File: src/rtl/motor_step_driver.sv
// ---------------------------------------------------------------------------
// motor_step_driver
//
// Command consumer for the 5-key entry block. On a rising edge of Start it
// captures the one-hot motor select and a 3-digit BCD target (0..999),
// converts the target to binary and drives Step/Dir on the selected motor
// until that motor's 10-bit absolute position equals the target.
// Six motors are supported, each with its own position register.
//
// Optional feature (compile-time macro):
//   SOFT_LIMIT_EN  - when defined, targets above LIMIT are rejected with Err.
//                    When undefined, LIMIT is ignored.
//
// Parameters:
//   STEP_DIV  sysclk cycles per Step half-period (min 1)
//   LIMIT     soft upper position limit (used only with SOFT_LIMIT_EN)
//
// Ports:
//   sysclk   in   1  system clock, rising edge
//   rst      in   1  asynchronous reset, active-high
//   Start    in   1  command strobe (level), rising edge starts a command
//   TValue0  in   4  target hundreds digit (BCD)
//   TValue1  in   4  target tens digit (BCD)
//   TValue2  in   4  target units digit (BCD)
//   Motor    in   6  one-hot motor select, bit0 = motor 1
//   Step     out  6  step pulse per motor
//   Dir      out  6  direction per motor, 1 = increasing position
//   Busy     out  1  command in progress
//   Done     out  1  1-cycle pulse, target reached
//   Err      out  1  1-cycle pulse, command rejected (no motion)
//
// States:
//   state     | meaning
//   ----------+-----------------------------------------------------------
//   S_IDLE    | waiting for a Start rising edge
//   S_LOAD    | BCD -> binary conversion, motor index decode
//   S_CHECK   | validate command, compare against current position
//   S_STEP_HI | Step high for STEP_DIV cycles
//   S_STEP_LO | Step low for STEP_DIV cycles, position updated on entry
//   S_FIN     | Done pulse, release Busy
// ---------------------------------------------------------------------------
module motor_step_driver #(
  parameter int STEP_DIV = 1000,
  parameter int LIMIT    = 999
) (
  input  logic       sysclk,
  input  logic       rst,
  input  logic       Start,
  input  logic [3:0] TValue0,
  input  logic [3:0] TValue1,
  input  logic [3:0] TValue2,
  input  logic [5:0] Motor,
  output logic [5:0] Step,
  output logic [5:0] Dir,
  output logic       Busy,
  output logic       Done,
  output logic       Err
);

  localparam int            CW       = (STEP_DIV > 1) ? $clog2(STEP_DIV) : 1;
  localparam logic [CW-1:0] CNT_LOAD = CW'(STEP_DIV - 1);
  localparam logic [9:0]    LIMIT_V  = 10'(LIMIT);

`ifdef SOFT_LIMIT_EN
  localparam logic LIMIT_CHK = 1'b1;
`else
  localparam logic LIMIT_CHK = 1'b0;
`endif

  typedef enum logic [2:0] {
    S_IDLE,
    S_LOAD,
    S_CHECK,
    S_STEP_HI,
    S_STEP_LO,
    S_FIN
  } state_t;

  state_t        state;
  logic          start_prev;
  logic [5:0]    motor_q;
  logic [3:0]    d0_q;
  logic [3:0]    d1_q;
  logic [3:0]    d2_q;
  logic [9:0]    target_q;
  logic [2:0]    idx_q;
  logic          cmd_ok_q;
  logic          up_q;
  logic [CW-1:0] cnt;
  logic [9:0]    pos [6];

  logic          cmd;
  logic [2:0]    idx_calc;
  logic [2:0]    ones;
  logic [9:0]    target_calc;
  logic          digits_ok;
  logic          cmd_ok_calc;
  logic [9:0]    pos_cur;

  assign cmd = Start & ~start_prev;

  // Motor decode: index of the last set bit plus a population count so
  // that zero or multiple selections can be rejected.
  always_comb begin
    idx_calc = 3'd0;
    ones     = 3'd0;
    for (int i = 0; i < 6; i++) begin
      if (motor_q[i]) begin
        idx_calc = 3'(i);
        ones     = ones + 3'd1;
      end
    end
  end

  // Invalid digits may overflow 10 bits here; such commands are rejected
  // anyway, so the wrapped value is never used.
  assign target_calc = 10'(d0_q) * 10'd100 + 10'(d1_q) * 10'd10 + 10'(d2_q);
  assign digits_ok   = (d0_q <= 4'd9) && (d1_q <= 4'd9) && (d2_q <= 4'd9);
  assign cmd_ok_calc = (ones == 3'd1) && digits_ok &&
                       !(LIMIT_CHK && (target_calc > LIMIT_V));

  // Position of the selected motor; explicit mux keeps the read in range.
  always_comb begin
    pos_cur = 10'd0;
    for (int i = 0; i < 6; i++) begin
      if (idx_q == 3'(i)) pos_cur = pos[i];
    end
  end

  always_ff @(posedge sysclk or posedge rst) begin
    if (rst) begin
      state      <= S_IDLE;
      start_prev <= 1'b0;
      motor_q    <= 6'd0;
      d0_q       <= 4'd0;
      d1_q       <= 4'd0;
      d2_q       <= 4'd0;
      target_q   <= 10'd0;
      idx_q      <= 3'd0;
      cmd_ok_q   <= 1'b0;
      up_q       <= 1'b0;
      cnt        <= '0;
      Step       <= 6'd0;
      Dir        <= 6'd0;
      Busy       <= 1'b0;
      Done       <= 1'b0;
      Err        <= 1'b0;
      for (int i = 0; i < 6; i++) pos[i] <= 10'd0;
    end else begin
      start_prev <= Start;
      Done       <= 1'b0;
      Err        <= 1'b0;

      case (state)
        S_IDLE: begin
          if (cmd) begin
            motor_q <= Motor;
            d0_q    <= TValue0;
            d1_q    <= TValue1;
            d2_q    <= TValue2;
            Busy    <= 1'b1;
            state   <= S_LOAD;
          end
        end

        S_LOAD: begin
          target_q <= target_calc;
          idx_q    <= idx_calc;
          cmd_ok_q <= cmd_ok_calc;
          state    <= S_CHECK;
        end

        S_CHECK: begin
          if (!cmd_ok_q) begin
            Err   <= 1'b1;
            Busy  <= 1'b0;
            state <= S_IDLE;
          end else if (target_q == pos_cur) begin
            Done  <= 1'b1;
            Busy  <= 1'b0;
            state <= S_IDLE;
          end else begin
            // motor_q is known one-hot here, so it doubles as the write mask.
            up_q  <= (target_q > pos_cur);
            Dir   <= (Dir & ~motor_q) | (motor_q & {6{target_q > pos_cur}});
            cnt   <= CNT_LOAD;
            state <= S_STEP_HI;
          end
        end

        // Step is registered from the state, so the visible pulse trails the
        // state by one cycle; that cycle is the Dir setup time.
        S_STEP_HI: begin
          Step <= motor_q;
          if (cnt == '0) begin
            cnt <= CNT_LOAD;
            for (int i = 0; i < 6; i++) begin
              if (idx_q == 3'(i)) pos[i] <= up_q ? pos[i] + 10'd1 : pos[i] - 10'd1;
            end
            state <= S_STEP_LO;
          end else begin
            cnt <= cnt - 1'b1;
          end
        end

        S_STEP_LO: begin
          Step <= 6'd0;
          if (cnt == '0) begin
            if (pos_cur == target_q) begin
              state <= S_FIN;
            end else begin
              cnt   <= CNT_LOAD;
              state <= S_STEP_HI;
            end
          end else begin
            cnt <= cnt - 1'b1;
          end
        end

        S_FIN: begin
          Done  <= 1'b1;
          Busy  <= 1'b0;
          state <= S_IDLE;
        end

        default: state <= S_IDLE;
      endcase
    end
  end

endmodule
File: config.mk
export PLATFORM = sky130hd
export DESIGN_NAME = motor_step_driver
export DESIGN_NICKNAME = d
export VERILOG_FILES = /design/src/rtl/motor_step_driver.sv
export SDC_FILE = /design/constraint.sdc
export NUM_CORES = 1
export LEC_CHECK = 0
export ABC_AREA = 1
export CORE_MARGIN = 1.5
export CORE_UTILIZATION = 55
export DETAILED_ROUTE_END_ITERATION = 10
export PLACE_DENSITY_LB_ADDON = 0.1
export SYNTH_ARGS = -nofsm -noshare
export SYNTH_HDL_FRONTEND = slang
export SYNTH_SLANG_ARGS = --single-unit
File: constraint.sdc
create_clock -name sysclk -period 4 [get_ports sysclk]
set_input_delay 0.4 -clock sysclk [delete_from_list [all_inputs] [get_ports sysclk]]
set_output_delay 0.4 -clock sysclk [all_outputs]
set_load 0.05 [all_outputs]
==> metrics.md, run 1 <==
| Metric | Value |
|---|---|
| H-tree levels | `4` |
| Bufs and invs on worst path | `2` |
| RSZ-0062 raised after global routing | `no` |
| Root buf cell | `clkbuf_16` |
| Flops & latches, synth | `between 100 and 150` |
| IO Count | `36` |
| Num CTS Buffers | `17` |
| Minimum clock period | `about 3.6 ns` |
| Final RePlAce weighted congestion | `a little under 0.9` |
| # rows | `47` |
| Setup TNS | `0 ns` |
| CP Cell Sequence | `inv_2 > nand2_1 > nor2_1 > inv_1 > o2111ai_1 > o21ai_0 > ha_1 > nand2_1 > nor2_1 > nand3_1 > nand2_1 > nand4_2 > o21ai_1` |
| CP Launch Type | `flop` |
| Crit path from | `idx_q[2]` |
| Via count | `between 8k and 9k` |
| Critical path endpoint category | `flop` |
| PwrDens | `774 nW/um^2` |
| Post-synth EDFFs | `0` |
| CTS tree | `built` |
| Vias in the first global route | `roughly 7.6k` |
| Hold_buf cts | `0` |
| Antenna violations before repair | `0` |
| Cell area after synthesis | `9290 sq um` |
| Register area share after synthesis | `32.8%` |
| Worst Clk Skew | `about 0.012 ns` |
| HPWL Detailed | `between 15 and 20 mm` |
| Nets | `between 1k and 1.5k` |
| Grt ovf | `0` |
| Delay-heaviest family, CP | `simple AND/OR/NAND/NOR gates` |
| Max-slew violation count | `0` |
| Req. time, crit path | `4.33 ns` |
| Most common flop cell mapped by yosys | `dfrtp_1` |
| Drc violations | `0` |
| Final setup viols | `0` |
| Maximum fanout along the worst path | `37` |
| Worst EP arrival | `3.90 ns` |
| Final Hold Fails | `0` |
| CORE AREA | `~17000 sq um` |
| Max Freq | `280 MHz` |
| # port buffers | `35` |
| Hold path startpoint | `Start` |
| Area Growth Syn to Fin | `12.5%` |
| Slew HR | `40.8%` |
| Outcome | `finished clean` |
| Clk sinks | `122` |
| Total wire length | `21.3 mm` |
| CTS max path bufs | `2` |
| Reg-to-Reg Start | `idx_q[2]` |
| Post-CTS Resized | `0` |
| Fin crit share | `89.4%` |
| Syn. warnings | `0` |
| Fin Hold WS | `around 0.48 ns` |
| Chip height | `133 um` |
| Syn_area_per_cell | `about 7.4 sq um` |
| DR vias/cell | `~5.3` |
| Pre-CTS WS | `~0.45 ns` |
| Worst-skew pair later-pin latency | `0.43 ns` |
| N_diodes | `0` |
| ANT nets after route | `0` |
| Post-synthesis net count | `~1.4k` |
| Die width | `between 100 and 150 um` |
| First-iteration detailed-routing DRC count | `approximately 400` |
| Clock slew at reported path FFs | `roughly 0.06 ns` |
| Cells after Synth | `about 1.3k` |
| Critical setup path kind | `flop to flop` |
| Static Leak | `~0.0057 uW` |
| Hold/Removal Path Class | `input port to flop` |
| Tightest Pin Transition | `0.888 ns` |
| Yosys cell types | `38` |
| Max incr delay on CP | `~0.67 ns` |
| Initial Utilization | `56.2%` |
| Share of cells above drive strength 1 | `approximately 6%` |
| First-pass GRT wire length | `roughly 36 mm` |
| Worst IR Drop VDD | `around 0.55 mV` |
| Setup Fix Bufs, Post-CTS | `0` |
| DR WL/cell | `approximately 14 um` |
| Pin count of the biggest net entering global routing | `between 70 and 80` |
| Asr flop ratio synth | `100%` |
| CP max stage cell | `nand4_2` |
| Max-cap violations | `0` |
| Pre-antenna DRT Iters | `5` |
| Die ar. | `between 15000 and 20000 sq um` |
| PnR worst setup slack | `roughly 0.42 ns` |
| GRT Overall Usage | `25.8%` |
| Cell mode on critical path | `nand2_1` |
per-stage QoR:
stage                     cells  cell area, sq um  util (%)  power, uW
final                      1533             10500      63.3       8090
after global routing       1533             10500      63.3       8940
after global placement     1501              9880      59.8       6520
after floorplan            1260              9290         -       5540
after CTS                  1533             10500      63.3       8150
after detailed placement   1501              9880      59.8       6610
path summary, 6_finish.rpt:
path / end / slack (ns) / cells after the start
min in group asynchronous: cnt[1] / 0.52 / 2
hold / removal: start_prev / 0.48 / 1
max in group asynchronous: pos[15] / 2.68 / 3
setup reg to reg: d0_q[1] / 0.42 / 13
hold reg to reg: Err / 0.50 / 1
setup / recovery: d0_q[1] / 0.42 / 13
metal layers:
layer	vias up	part of all wire [%]	GRT usage, %
li1	4189	-	-
met1	3710	47	34.0
met2	138	48	43.1
met3	26	3.2	4.37
met4	0	2.1	8.79
met5	-	0	0
final cells by class:
cell class / count / area [sq um]
Tap cell: 220 / 275
Multi-Input combinational cell: 963 / 5550
Inverter: 157 / 592
Timing Repair Buffer: 39 / 405
Fill cell: 1466 / 6070
Clock inverter: 14 / 135
Clock buffer: 18 / 439
Sequential cell: 122 / 3050
where the power goes:
part | internal [uW] | switching, uW
logic | 1740 | 2930
registers | 1570 | 350
clock network | 881 | 612
sequential cells by signal, summed over array words and instances, names as in the netlist, named ones only:
register and cells:
state 3, Busy 1, cnt 10, d2_q 4, up_q 1, cmd_ok_q 1
pos 60, d1_q 4, d0_q 4, motor_q 6, Step 6, start_prev 1
Done 1, idx_q 3, Err 1, target_q 10
synth_stat cells (all sizes together), types with 8 or more instances:
cell / instances / area, sq um
clkbuf: 8 / 30.0
buf: 10 / 68.8
a21o: 12 / 90.1
xnor2: 34 / 298
nand3: 91 / 473
nand4: 29 / 188
nor3: 9 / 95.1
xor2: 17 / 149
o21ai: 82 / 444
fa: 11 / 220
o21bai: 8 / 60.1
ha: 90 / 1130
nand2: 404 / 1550
nor2: 94 / 374
dfrtp: 122 / 3050
a21oi: 49 / 245
nand3b: 13 / 97.6
inv: 153 / 574
logic make-up (layout without fill, tap and decap cells):
logic type,count (synthesis),after routing,share of synthesized area (%)
buf+inv,175,228,7.40
simple gates,643,643,30.1
xor+xnor,51,51,4.81
fa+ha+maj,101,101,14.5
flops,122,122,32.8
compound gates,168,168,10.3
layout by cell type (no fill, tap or decap), types with 35 or more instances in the layout:
| master | n |
|---|---|
| nand3_1 | 89 |
| a21oi_1 | 49 |
| nand2_1 | 395 |
| dfrtp_1 | 122 |
| clkdlybuf4s50_1 | 35 |
| o21ai_0 | 36 |
| inv_1 | 142 |
| nor2_1 | 91 |
| o21ai_1 | 37 |
| ha_1 | 90 |
Note: power is estimated with default switching activity, not from simulation.
==> run 2, diff against run 1 <==
--- a/config.mk
+++ b/config.mk
@@ -9,6 +9,7 @@
 export CORE_MARGIN = 1.5
 export CORE_UTILIZATION = 55
 export DETAILED_ROUTE_END_ITERATION = 10
+export GPL_ROUTABILITY_DRIVEN = 0
 export PLACE_DENSITY_LB_ADDON = 0.1
 export SYNTH_ARGS = -nofsm -noshare
 export SYNTH_HDL_FRONTEND = slang
==> results of run 2 <==
No change in the layout: final DEF, timing and power equal those of run 1.
==> run 3, diff against run 2 <==
--- a/config.mk
+++ b/config.mk
@@ -6,7 +6,6 @@
 export NUM_CORES = 1
 export LEC_CHECK = 0
 export ABC_AREA = 1
-export CORE_MARGIN = 1.5
 export CORE_UTILIZATION = 55
 export DETAILED_ROUTE_END_ITERATION = 10
 export GPL_ROUTABILITY_DRIVEN = 0
==> run 3 against run 2 <==
Core utilization grew 0.36 points. Register-to-register slack gained 0.23 ns. Worst setup slack gained 0.23 ns. Clock skew down 0.0039 ns. Highest routed layer unchanged. Die area down 1.5%. Final cell count increased by 0.13%. Non-clock buffer count increased by 2. Critical endpoint is now cnt[2]. Via count is 1.0% higher. Clock power grew 13%. Sequential power hardly changed. Critical path depth is 3 higher. Maximum frequency up 7.0%.
==> metrics.md, run 3 (synthesis gave the netlist of run 1 again) <==
| Metric | Value |
|---|---|
| IO Count | `36` |
| Initial Utilization | `a little under three fifths` |
| PwrDens | `~800 nW/um^2` |
| Clk sinks | `between 100 and 150` |
| # rows | `between 40 and 50` |
| Req. time, crit path | `about 4.3 ns` |
| Static Leak | `0.00577 uW` |
| CP Launch Type | `flop` |
| CP max stage cell | `nor2_1` |
| Max-cap violations | `0` |
| Antenna violations before repair | `0` |
| Multi-input gate area | `~5600 sq um` |
| DR WL/cell | `13.9 um` |
| Pre-antenna DRT Iters | `5` |
| Hold_buf cts | `0` |
| Top layer in use | `met4` |
| Setup Fix Bufs, Post-CTS | `0` |
| Drc violations | `0` |
| HPWL Detailed | `16.0 mm` |
| DR vias/cell | `around 5.3` |
| CTS max path bufs | `2` |
| # port buffers | `35` |
| Commonest non-fill, non-tap cell in the layout | `nand2_1` |
| Total wire length | `21.4 mm` |
| Share of cells above drive strength 1 | `roughly 6.2%` |
| Max-slew violation count | `0` |
| CTS tree | `built` |
| Cell mode on critical path | `nand2_1` |
| Fillcell total | `roughly 1.5k` |
| Tightest Pin Transition | `around 0.90 ns` |
| N_diodes | `0` |
| Max Freq | `299 MHz` |
| Worst-skew pair later-pin latency | `between 0.4 and 0.5 ns` |
| Largest Register | `pos` |
| Via count | `8144` |
| Slew HR | `roughly two fifths` |
| Clock slew at reported path FFs | `about 0.060 ns` |
| Placed instance count | `roughly 1.5k` |
| Worst IR Drop VDD | `0.520 mV` |
| Hold/Removal Path Class | `flop to flop` |
| Minimum clock period | `around 3.3 ns` |
| CORE AREA | `approximately 17000 sq um` |
| Metal2 WL | `between 10 and 15 mm` |
| Num CTS Buffers | `17` |
| First-iteration detailed-routing DRC count | `391` |
| Fin crit share | `about 84%` |
| Critical setup path kind | `flop to flop` |
| Die ar. | `between 15000 and 20000 sq um` |
| Worst Clk Skew | `0.00792 ns` |
| Outcome | `finished clean` |
| Area Growth Syn to Fin | `13.1%` |
| Pin count of the biggest net entering global routing | `72` |
| Max reg flops | `60` |
| Delay-heaviest family, CP | `simple AND/OR/NAND/NOR gates` |
| Maximum fanout along the worst path | `11` |
| Final Hold Fails | `0` |
| Final setup viols | `0` |
| Setup TNS | `0 ns` |
| GRT Overall Usage | `about a quarter` |
| CP Cell Sequence | `inv_2 > nand2_1 > nor2_1 > inv_1 > o2111ai_1 > o21ai_0 > ha_1 > nand2_1 > nor2_1 > nand3_1 > nand2_1 > nand2_1 > nand2_1 > inv_1 > o21ai_0 > nand2_1` |
| Layout Cells excl Fill | `around 1.5k` |
| Post-CTS Resized | `0` |
| Most frequent cells in the layout | `395 x nand2_1, 142 x inv_1, 122 x dfrtp_1` |
| Largest regs | `pos: 60 flops, cnt: 10 flops, target_q: 10 flops` |
| Nets | `1424` |
| Worst EP arrival | `roughly 3.7 ns` |
| FF/Latch Area | `around 3100 sq um` |
| Root buf cell | `clkbuf_16` |
| Chip height | `~130 um` |
| ANT nets after route | `0` |
| First-pass GRT wire length | `approximately 37 mm` |
| Die width | `between 100 and 150 um` |
| H-tree levels | `4` |
| Critical path endpoint category | `flop` |
| Max incr delay on CP | `between 0.5 and 0.6 ns` |
| Met3 Wirelength | `~840 um` |
| Grt ovf | `0` |
| Vias in the first global route | `between 7k and 8k` |
| Met1 wire length | `around 10 mm` |
| RSZ-0062 raised after global routing | `no` |
| Bufs and invs on worst path | `3` |
run 3: cell count changes in the layout (fill, tap and decap cells not counted):
cell,before,now
nand4_4,0,1
inv_6,6,7
bufinv_16,1,4
clkinvlp_4,4,2
clkbuf_8,1,0
buf_4,2,6
nand4_2,1,0
buf_12,2,0
clkinv_4,2,1
run 3: path summary, 6_finish.rpt:
| check | from | to | slack, ns | depth (start not counted) |
|---|---|---|---|---|
| setup / recovery | idx_q[2] | cnt[2] | 0.66 | 16 |
| hold / removal | cmd_ok_q | Err | 0.48 | 1 |
| setup reg to reg | idx_q[2] | cnt[2] | 0.66 | 16 |
| hold reg to reg | cmd_ok_q | Err | 0.48 | 1 |
| max in group asynchronous | rst | pos[12] | 2.70 | 3 |
| min in group asynchronous | rst | pos[42] | 0.51 | 2 |
run 3: worst register-to-register path: cells and delay by family, from the launching register on:
kind / cells / cell delay, ns
buf+inv: 3 / 0.47
fa+ha+maj: 1 / 0.31
compound gates: 3 / 0.45
flops: 1 / 0.41
simple gates: 9 / 1.59
run 3: through the flow:
step                util, %  setup WS, ns  power, uW  area [sq um]  hold slack, ns
floorplan                 -         0.357       5540          9290           0.431
global placement       59.7         0.619       6510          9870           0.466
CTS                    63.6         0.462       8330         10500           0.471
finish                 63.6         0.656       8300         10500           0.479
global route           63.6         0.270       9130         10500           0.476
detailed placement     59.7         0.495       6580          9870           0.461
run 3: report_power, final:
part / leakage (uW) / total (uW) / internal [uW] / switching, uW
clock network: 0.000306 / 1690 / 1060 / 634
logic: 0.00386 / 4660 / 1730 / 2920
registers: 0.00161 / 1950 / 1570 / 378
total: 0.00577 / 8300 / 4360 / 3930
run 3: cell type report:
type	instances	share of cell area, %
clock buffer	17	4.05
clock inverter	15	2.00
inverter	157	5.63
multi-input combinational	963	52.9
sequential	122	29.0
tap	220	2.62
timing repair buffer	41	3.76
run 3: per-layer routing:
layer,global-route usage (%),up-vias
met5,0,-
met4,9.04,0
met3,5.50,36
met2,43.7,156
met1,34.0,3760
li1,-,4192
